File: src/rtl/rom_loader_pkg.sv
// Shared definitions for the program-stream ROM loader and the CPU-side blocks
// that consume its write port.
package rom_loader_pkg;

    localparam int unsigned ROM_DEPTH_DEFAULT = 32768;
    localparam int          ADDR_W            = 15;
    localparam int          COUNT_W           = 16;

    typedef enum logic [2:0] {
        HDR_HI,
        HDR_LO,
        DATA_HI,
        DATA_LO,
        DONE,
        ERROR
    } loaderState_t;

endpackage

File: src/rtl/rom_loader.sv
// Streams a length-prefixed big-endian program image into the instruction ROM
// and holds the CPU in reset until the final word has been written.
module rom_loader
    import rom_loader_pkg::*;
#(
    parameter int unsigned ROM_DEPTH = ROM_DEPTH_DEFAULT
) (
    input  logic              CLK,
    input  logic              reset,
    input  logic [7:0]        in_byte,
    input  logic              in_valid,
    output logic              in_ready,
    input  logic              reload,
    output logic              rom_we,
    output logic [ADDR_W-1:0] rom_addr,
    output logic [15:0]       rom_data,
    output logic              cpu_reset,
    output logic              done,
    output logic              error
);

    loaderState_t       state;
    logic [7:0]         hiByte;
    logic [COUNT_W-1:0] wordCount;
    logic [COUNT_W-1:0] wordAddr;
    logic [COUNT_W-1:0] headerCount;
    logic [COUNT_W-1:0] nextAddr;
    logic               xfer;

    assign xfer        = in_valid && in_ready;
    assign headerCount = {wordCount[15:8], in_byte};
    // Word address is a full 16 bits so a maximal image finishes without wrapping.
    assign nextAddr    = wordAddr + 16'd1;

    // cpu_reset is dropped only after one full cycle in DONE, so the CPU can
    // never fetch in the same cycle the last word is still being written.
    always_ff @(posedge CLK) begin
        if (reset) begin
            state     <= HDR_HI;
            in_ready  <= 1'b1;
            rom_we    <= 1'b0;
            rom_addr  <= '0;
            rom_data  <= '0;
            cpu_reset <= 1'b1;
            done      <= 1'b0;
            error     <= 1'b0;
            hiByte    <= '0;
            wordCount <= '0;
            wordAddr  <= '0;
        end else begin
            rom_we <= 1'b0;
            case (state)
                HDR_HI: begin
                    if (xfer) begin
                        wordCount[15:8] <= in_byte;
                        state           <= HDR_LO;
                    end
                end
                HDR_LO: begin
                    if (xfer) begin
                        wordCount[7:0] <= in_byte;
                        if (headerCount == '0) begin
                            state    <= DONE;
                            in_ready <= 1'b0;
                            done     <= 1'b1;
                        end else if (32'(headerCount) > ROM_DEPTH) begin
                            state    <= ERROR;
                            in_ready <= 1'b0;
                            error    <= 1'b1;
                        end else begin
                            wordAddr <= '0;
                            state    <= DATA_HI;
                        end
                    end
                end
                DATA_HI: begin
                    if (xfer) begin
                        hiByte <= in_byte;
                        state  <= DATA_LO;
                    end
                end
                DATA_LO: begin
                    if (xfer) begin
                        rom_we   <= 1'b1;
                        rom_data <= {hiByte, in_byte};
                        rom_addr <= wordAddr[ADDR_W-1:0];
                        wordAddr <= nextAddr;
                        if (nextAddr == wordCount) begin
                            state    <= DONE;
                            in_ready <= 1'b0;
                            done     <= 1'b1;
                        end else begin
                            state <= DATA_HI;
                        end
                    end
                end
                DONE: begin
                    if (reload) begin
                        state     <= HDR_HI;
                        in_ready  <= 1'b1;
                        done      <= 1'b0;
                        cpu_reset <= 1'b1;
                    end else begin
                        cpu_reset <= 1'b0;
                    end
                end
                ERROR: begin
                    if (reload) begin
                        state    <= HDR_HI;
                        in_ready <= 1'b1;
                        error    <= 1'b0;
                    end
                end
                default: begin
                    state     <= HDR_HI;
                    in_ready  <= 1'b1;
                    cpu_reset <= 1'b1;
                    done      <= 1'b0;
                    error     <= 1'b0;
                end
            endcase
        end
    end

endmodule

File: config.mk
export PLATFORM = sky130hd
export DESIGN_NAME = rom_loader
export DESIGN_NICKNAME = d
export VERILOG_FILES = /design/src/rtl/rom_loader_pkg.sv /design/src/rtl/rom_loader.sv
export SDC_FILE = /design/constraint.sdc
export NUM_CORES = 1
export LEC_CHECK = 0
export ABC_AREA = 1
export CAP_MARGIN = 10
export CORE_MARGIN = 1
export CORE_UTILIZATION = 25
export DETAILED_ROUTE_END_ITERATION = 6
export PLACE_DENSITY = 0.43
export SYNTH_ARGS = -nofsm -noshare
export SYNTH_HDL_FRONTEND = slang
export SYNTH_SLANG_ARGS = --single-unit
File: constraint.sdc
create_clock -name CLK -period 1.8 [get_ports CLK]
set_input_delay 0.54 -clock CLK [delete_from_list [all_inputs] [get_ports CLK]]
set_output_delay 0.54 -clock CLK [all_outputs]
set_load 0.05 [all_outputs]
# After elaboration in Yosys (flattened, before gate mapping)
# Index checks and enable logic that the tools add are counted.
[totals]
output_inout_bits = 36
register_bits = 79
[op_classes]
n_eq_ne = 19
muxes = 34
add_sub_neg = 1
reduce_logical = 19
magnitude_cmp = 1
bitwise_logic = 4
[op_table]
columns = ["cell", "count"]
rows = [
  ["16-bit 2-to-1 mux", 4],
  ["16-bit one-hot mux with 2 select lines", 1],
  ["3-bit 2-to-1 mux", 8],
  ["2-bit != test (second input constant)", 11],
  ["16-bit by 1-bit adder with 16-bit output (second input constant)", 1],
  ["16-bit == test", 1],
  ["16-bit > comparator (second input constant)", 1],
  ["16-bit logical NOT", 1],
  ["1-bit 2-to-1 mux", 16],
  ["3-bit one-hot mux with 5 select lines", 1],
  ["5-bit AND reduction", 3],
  ["6-bit AND reduction", 2],
  ["1-bit one-hot mux with 4 select lines", 2],
  ["2-bit AND reduction", 4],
  ["3-bit by 2-bit == test with 1-bit output (second input constant)", 2],
  ["3-bit == test (second input constant)", 2],
  ["2-bit OR reduction", 3],
  ["5-bit OR reduction", 1],
  ["1-bit inverter", 4],
  ["4-bit OR reduction", 1],
  ["3-bit by 1-bit == test with 1-bit output (second input constant)", 1],
  ["3-bit logical NOT", 1],
  ["3-bit != test (second input constant)", 1],
  ["1-bit one-hot mux with 3 select lines", 1],
  ["5 further kinds", 5],
]

# Longest topological paths before layout
# Gate-level depths: netlist of run 1.
[depth]
word_depth = 5
ltp_mapped = 16

# Least setup slack after synthesis of run 1
# OpenSTA, ideal clock, no wires.
[synth_path]
kind = "input to register"
start = "input port in_byte[0]"
end = "register wordAddr[3]"
arrival_time_ns = 1.731
setup_ns = 0.071
cell_stages = 7
n_path_buf = 1
setup_slack_ns = -0.002
required_time_ns = 1.729
cell_sequence = "nor4_1 > nand4_1 > or2_1 > o211ai_4 > buf_6 > nand2_1 > a21oi_1"
[synth_via]
elab_chain_cells = 3
word_cells_on_any_way = 5
[synth_lines]
columns = ["item", "line", "text"]
rows = [
  ["start: declaration", "rom_loader.sv:10", "input logic [7:0] in_byte,"],
  ["16-bit > comparator or 16-bit logical NOT (tied branches)", "rom_loader.sv:66, rom_loader.sv:62", ""],
  ["2-bit != test (no source line)", "--", ""],
  ["5-bit AND reduction (no source line) (*)", "--", ""],
  ["end signal: assignment", "rom_loader.sv:87", "wordAddr <= nextAddr;"],
  ["end: declaration", "rom_loader.sv:25", "logic [COUNT_W-1:0] wordAddr;"],
]
# Mark *: on every way between the ends. The rest lies on a longest branch, timed or not.
# A chain may end at the register's enable or synchronous reset.

# Final worst setup path of run 1
[layout_path]
start = "register wordAddr[3]"
end = "register state[2]"
[layout_via]
elab_chain_cells = 5
[layout_lines]
columns = ["item", "line", "text"]
rows = [
  ["16-bit by 1-bit adder with 16-bit output", "rom_loader.sv:33", "assign nextAddr = wordAddr + 16'd1;"],
  ["16-bit == test", "rom_loader.sv:88", "if (nextAddr == wordCount) begin"],
  ["3-bit 2-to-1 mux", "rom_loader.sv:88", ""],
  ["3-bit 2-to-1 mux", "rom_loader.sv:83", "if (xfer) begin"],
  ["3-bit one-hot mux with 5 select lines", "rom_loader.sv:52", "case (state)"],
  ["end signal: assignment", "rom_loader.sv:56", "state <= HDR_LO;"],
  ["end signal: assignment", "rom_loader.sv:89", "state <= DONE;"],
  ["end signal: assignment", "rom_loader.sv:93", "state <= DATA_HI;"],
  ["end: declaration", "rom_loader.sv:22", "loaderState_t state;"],
]
# Every way passes these cells. The select of a mux whose other input is x is not followed.

==> impl_metrics.toml, run 1 <==
[final_layout]
area_delta_synth_final_pct = 56.50
nFillCells = 1423
stdcell_area_mm2 = 0.005708
antenna_cells = 0
drive_gt1_share_pct = 35.70
utilization_pct = 40.65
layout.nets = 641
finalNonFillerCells = 813

[logic_synthesis]
yosys.area_share.simple_pct = 28.23
ys_types = 34
synth-seq-cells = 79
async_reset_ff_share_pct = 0
syn_area_mm2 = 0.003647
avgSynthCellArea_um2 = 7.222
synth_nets = 518
ys_warn_count = 0
synth_fa_ha_area_share_pct = 0.3431
synth_edf_count = 0
synth_area_leaders = "dfxtp_1, nand2_1, nor2_1, o21ai_0, a21oi_1"
synth_seq_area_share_pct = 43.36
synth_top_cell_by_area = "dfxtp_1"
synthCells = 505
yosys_most_used_dff = "dfxtp_1"
synthMuxAreaShare_pct = 0
synth_top_family_by_area = "simple AND/OR/NAND/NOR gates"
synth_commonest_cells = "nand2_1, nor2_1, dfxtp_1"
synth_top_area_share_pct = 43.36
yosys.area_share.xor_xnor_pct = 2.882
yosysMostFrequentCell = "nand2_1"
synth_compound_area_share_pct = 17.91

[global_route]
grt_pass1_vias = 3604
gr-total-overflow = 0
grt_first_pass_wirelength_um = 18450
antenna_found_initial = 0
grt_max_degree = 50
grt_util_all_layers_pct = 16.60

[sta]
fmax_ghz = 0.5102
finalCritPeriodShare_pct = 108.9
skew_ps = 6.216
maxSlewViolCount = 0
finalHoldViolCount = 0
setup_violations = 13
rsz0062_at_grt = "yes"
worst_slack_ps = -160.0
max_slew_margin_pct = 78.13
min_period_ps = 1960
worstMarginPinSlew_ps = 326.9

[placed_design]
place_area_mm2 = 0.004935
globalplace.congestion = 0.8749
dpl.hpwl_um = 8197
numPlacedInstances = 785
io_buffers = 47

[pwr]
power_density_mw_per_mm2 = 831.4
power.leakage_nw = 2.420
ir_drop_v = 0.0004387

[clock_tree]
cts_root_buf = "clkbuf_16"
cts_tree = "built"
clkSlewWorstSetupHoldPaths_ps = 60
postCtsHoldBufs = 0
worstSkewPairLatency_ps = 350
clockBufferDepth = 2
htreeDepth = 3
cts_buffers = 9
cts_sinks = 79

[critical_path]
cp_max_fo = 6
end_kind = "flip-flop"
crit_required_ps = 2080
crit_arrival_ps = 2240
worstSetupPathType = "reg2reg"
crit_path_start_kind = "flip-flop"

[run_status]
failed_checks = "setup timing"
outcome = "finished with violations"

[floorplan]
die_y_um = 122.8
rows = 43
core_area_mm2 = 0.01404
boundaryPins = 48
die_area_mm2 = 0.01508
initial_core_util_pct = 25.97
die_w_um = 122.8

[routing]
vias_per_cell = 4.545
wl_um = 11830
drc = 0
via_count = 3695
detail-route-antenna-nets = 0
firstDrtPassIters = 4
wl_per_cell_um = 14.56
drtIter0Drc = 169

[job]
max_cap_violations = 0

[min_path]
hold_class = "reg2reg"
==> power breakdown <==
| part | internal [W] | switching (W) | leakage, nW |
|---|---|---|---|
| clock | 0.00143 | 0.000744 | 0.176 |
| combinational | 0.000308 | 0.000394 | 1.60 |
| sequential | 0.00182 | 0.0000525 | 0.644 |
| total | 0.00356 | 0.00119 | 2.42 |
==> sequential cells by signal, summed over array words and instances, names as in the netlist <==
register,count
error,1
rom_we,1
state,3
done,1
hiByte,8
rom_data,16
in_ready,1
wordCount,16
wordAddr,16
rom_addr,15
cpu_reset,1
==> stage by stage <==
stage / total power, W / hold WS, ps / setup WS (ps) / setup TNS [ps]
2_1_floorplan: 0.002219 / 429.7 / 3.106 / 0
3_3_place_gp: 0.002530 / 445.6 / -652.6 / -22560
3_5_place_dp: 0.002528 / 451.3 / -638.1 / -22450
4_1_cts: 0.004789 / 461.4 / -217.7 / -1202
5_1_grt: 0.004972 / 474.8 / -317.4 / -2495
6_report: 0.004745 / 455.0 / -160.0 / -773.4
==> kinds of logic (layout without fill, tap and decap cells) <==
group	after synthesis	count (layout)
AND/OR/NAND/NOR	231	231
AO/OA/AOI/OAI	120	120
flip-flops	79	79
buffers and inverters	66	194
XOR/XNOR	8	8
adder cells (fa/ha/maj)	1	1
==> worst max-delay path: stages, from the launching register on <==
cell and delay, ps:
dfxtp_2 400, buf_4 140, nand2_2 80, nor2_4 160, nand2_4 100, xnor2_2 190
nand2_1 70, nand2_1 90, nand3_2 100, nor2_2 140, nand2_2 100, o21ai_1 150
nand2_1 80, a21oi_2 100
==> per-layer routing <==
metal	wire length [um]	global-route usage, %
met1	5726	21.28
met2	5364	26.65
met3	489	4.368
met4	254	5.945
met5	0	0
==> final cells by class <==
| class | count | area, um^2 | area share [%] |
|---|---|---|---|
| multi-input cells | 360 | 2069 | 36.26 |
| inverters | 45 | 172.7 | 3.025 |
| repair buffers | 133 | 1290 | 22.60 |
| well taps | 180 | 225.2 | 3.946 |
| clock inverters | 5 | 103.9 | 1.819 |
| clock buffers | 11 | 252.7 | 4.428 |
| flip-flops and latches | 79 | 1594 | 27.93 |
==> cell usage in the layout, fill, tap and decap left out, drive strengths merged, types with 3 or more instances in the layout <==
cell type and instances:
inv 44, nand4 8, dlygate4sd2 4, nand3b 5
nor2 92, a21oi 46, a22oi 9, o21ai 61
clkdlybuf4s15 4, clkbuf 13, nand3 29, buf 120
nand2 92, xor2 4, clkdlybuf4s50 3, nor4 3
dfxtp 79, bufinv 3
==> worst paths after layout <==
kind                             from                endpoint  slack [ps]  cells after the start
min reg2reg    hiByte[6]$_SDFFE_PP0P_  hiByte[6]$_SDFFE_PP0P_         450                      2
max          wordAddr[3]$_SDFFE_PP0P_   state[2]$_SDFFE_PP0P_        -160                     13
max reg2reg  wordAddr[3]$_SDFFE_PP0P_   state[2]$_SDFFE_PP0P_        -160                     13
min            hiByte[6]$_SDFFE_PP0P_  hiByte[6]$_SDFFE_PP0P_         450                      2
==> repair_timing <==
| item | in CTS | in global routing |
|---|---|---|
| pin swaps | 27 | 25 |
| setup endpoints to repair | 22 | 53 |
| resized for setup | 55 | 45 |
| hold endpoints to repair | 0 | 0 |
| cloned | 1 | 2 |
| setup buffers | 6 | 5 |
No activity file was read; power rests on OpenSTA's default activity.
==> run 2, diff against run 1 <==
CAP_MARGIN = 20   (was 10)
==> results of run 2 <==
No change in the layout: final DEF, timing and power equal those of run 1.
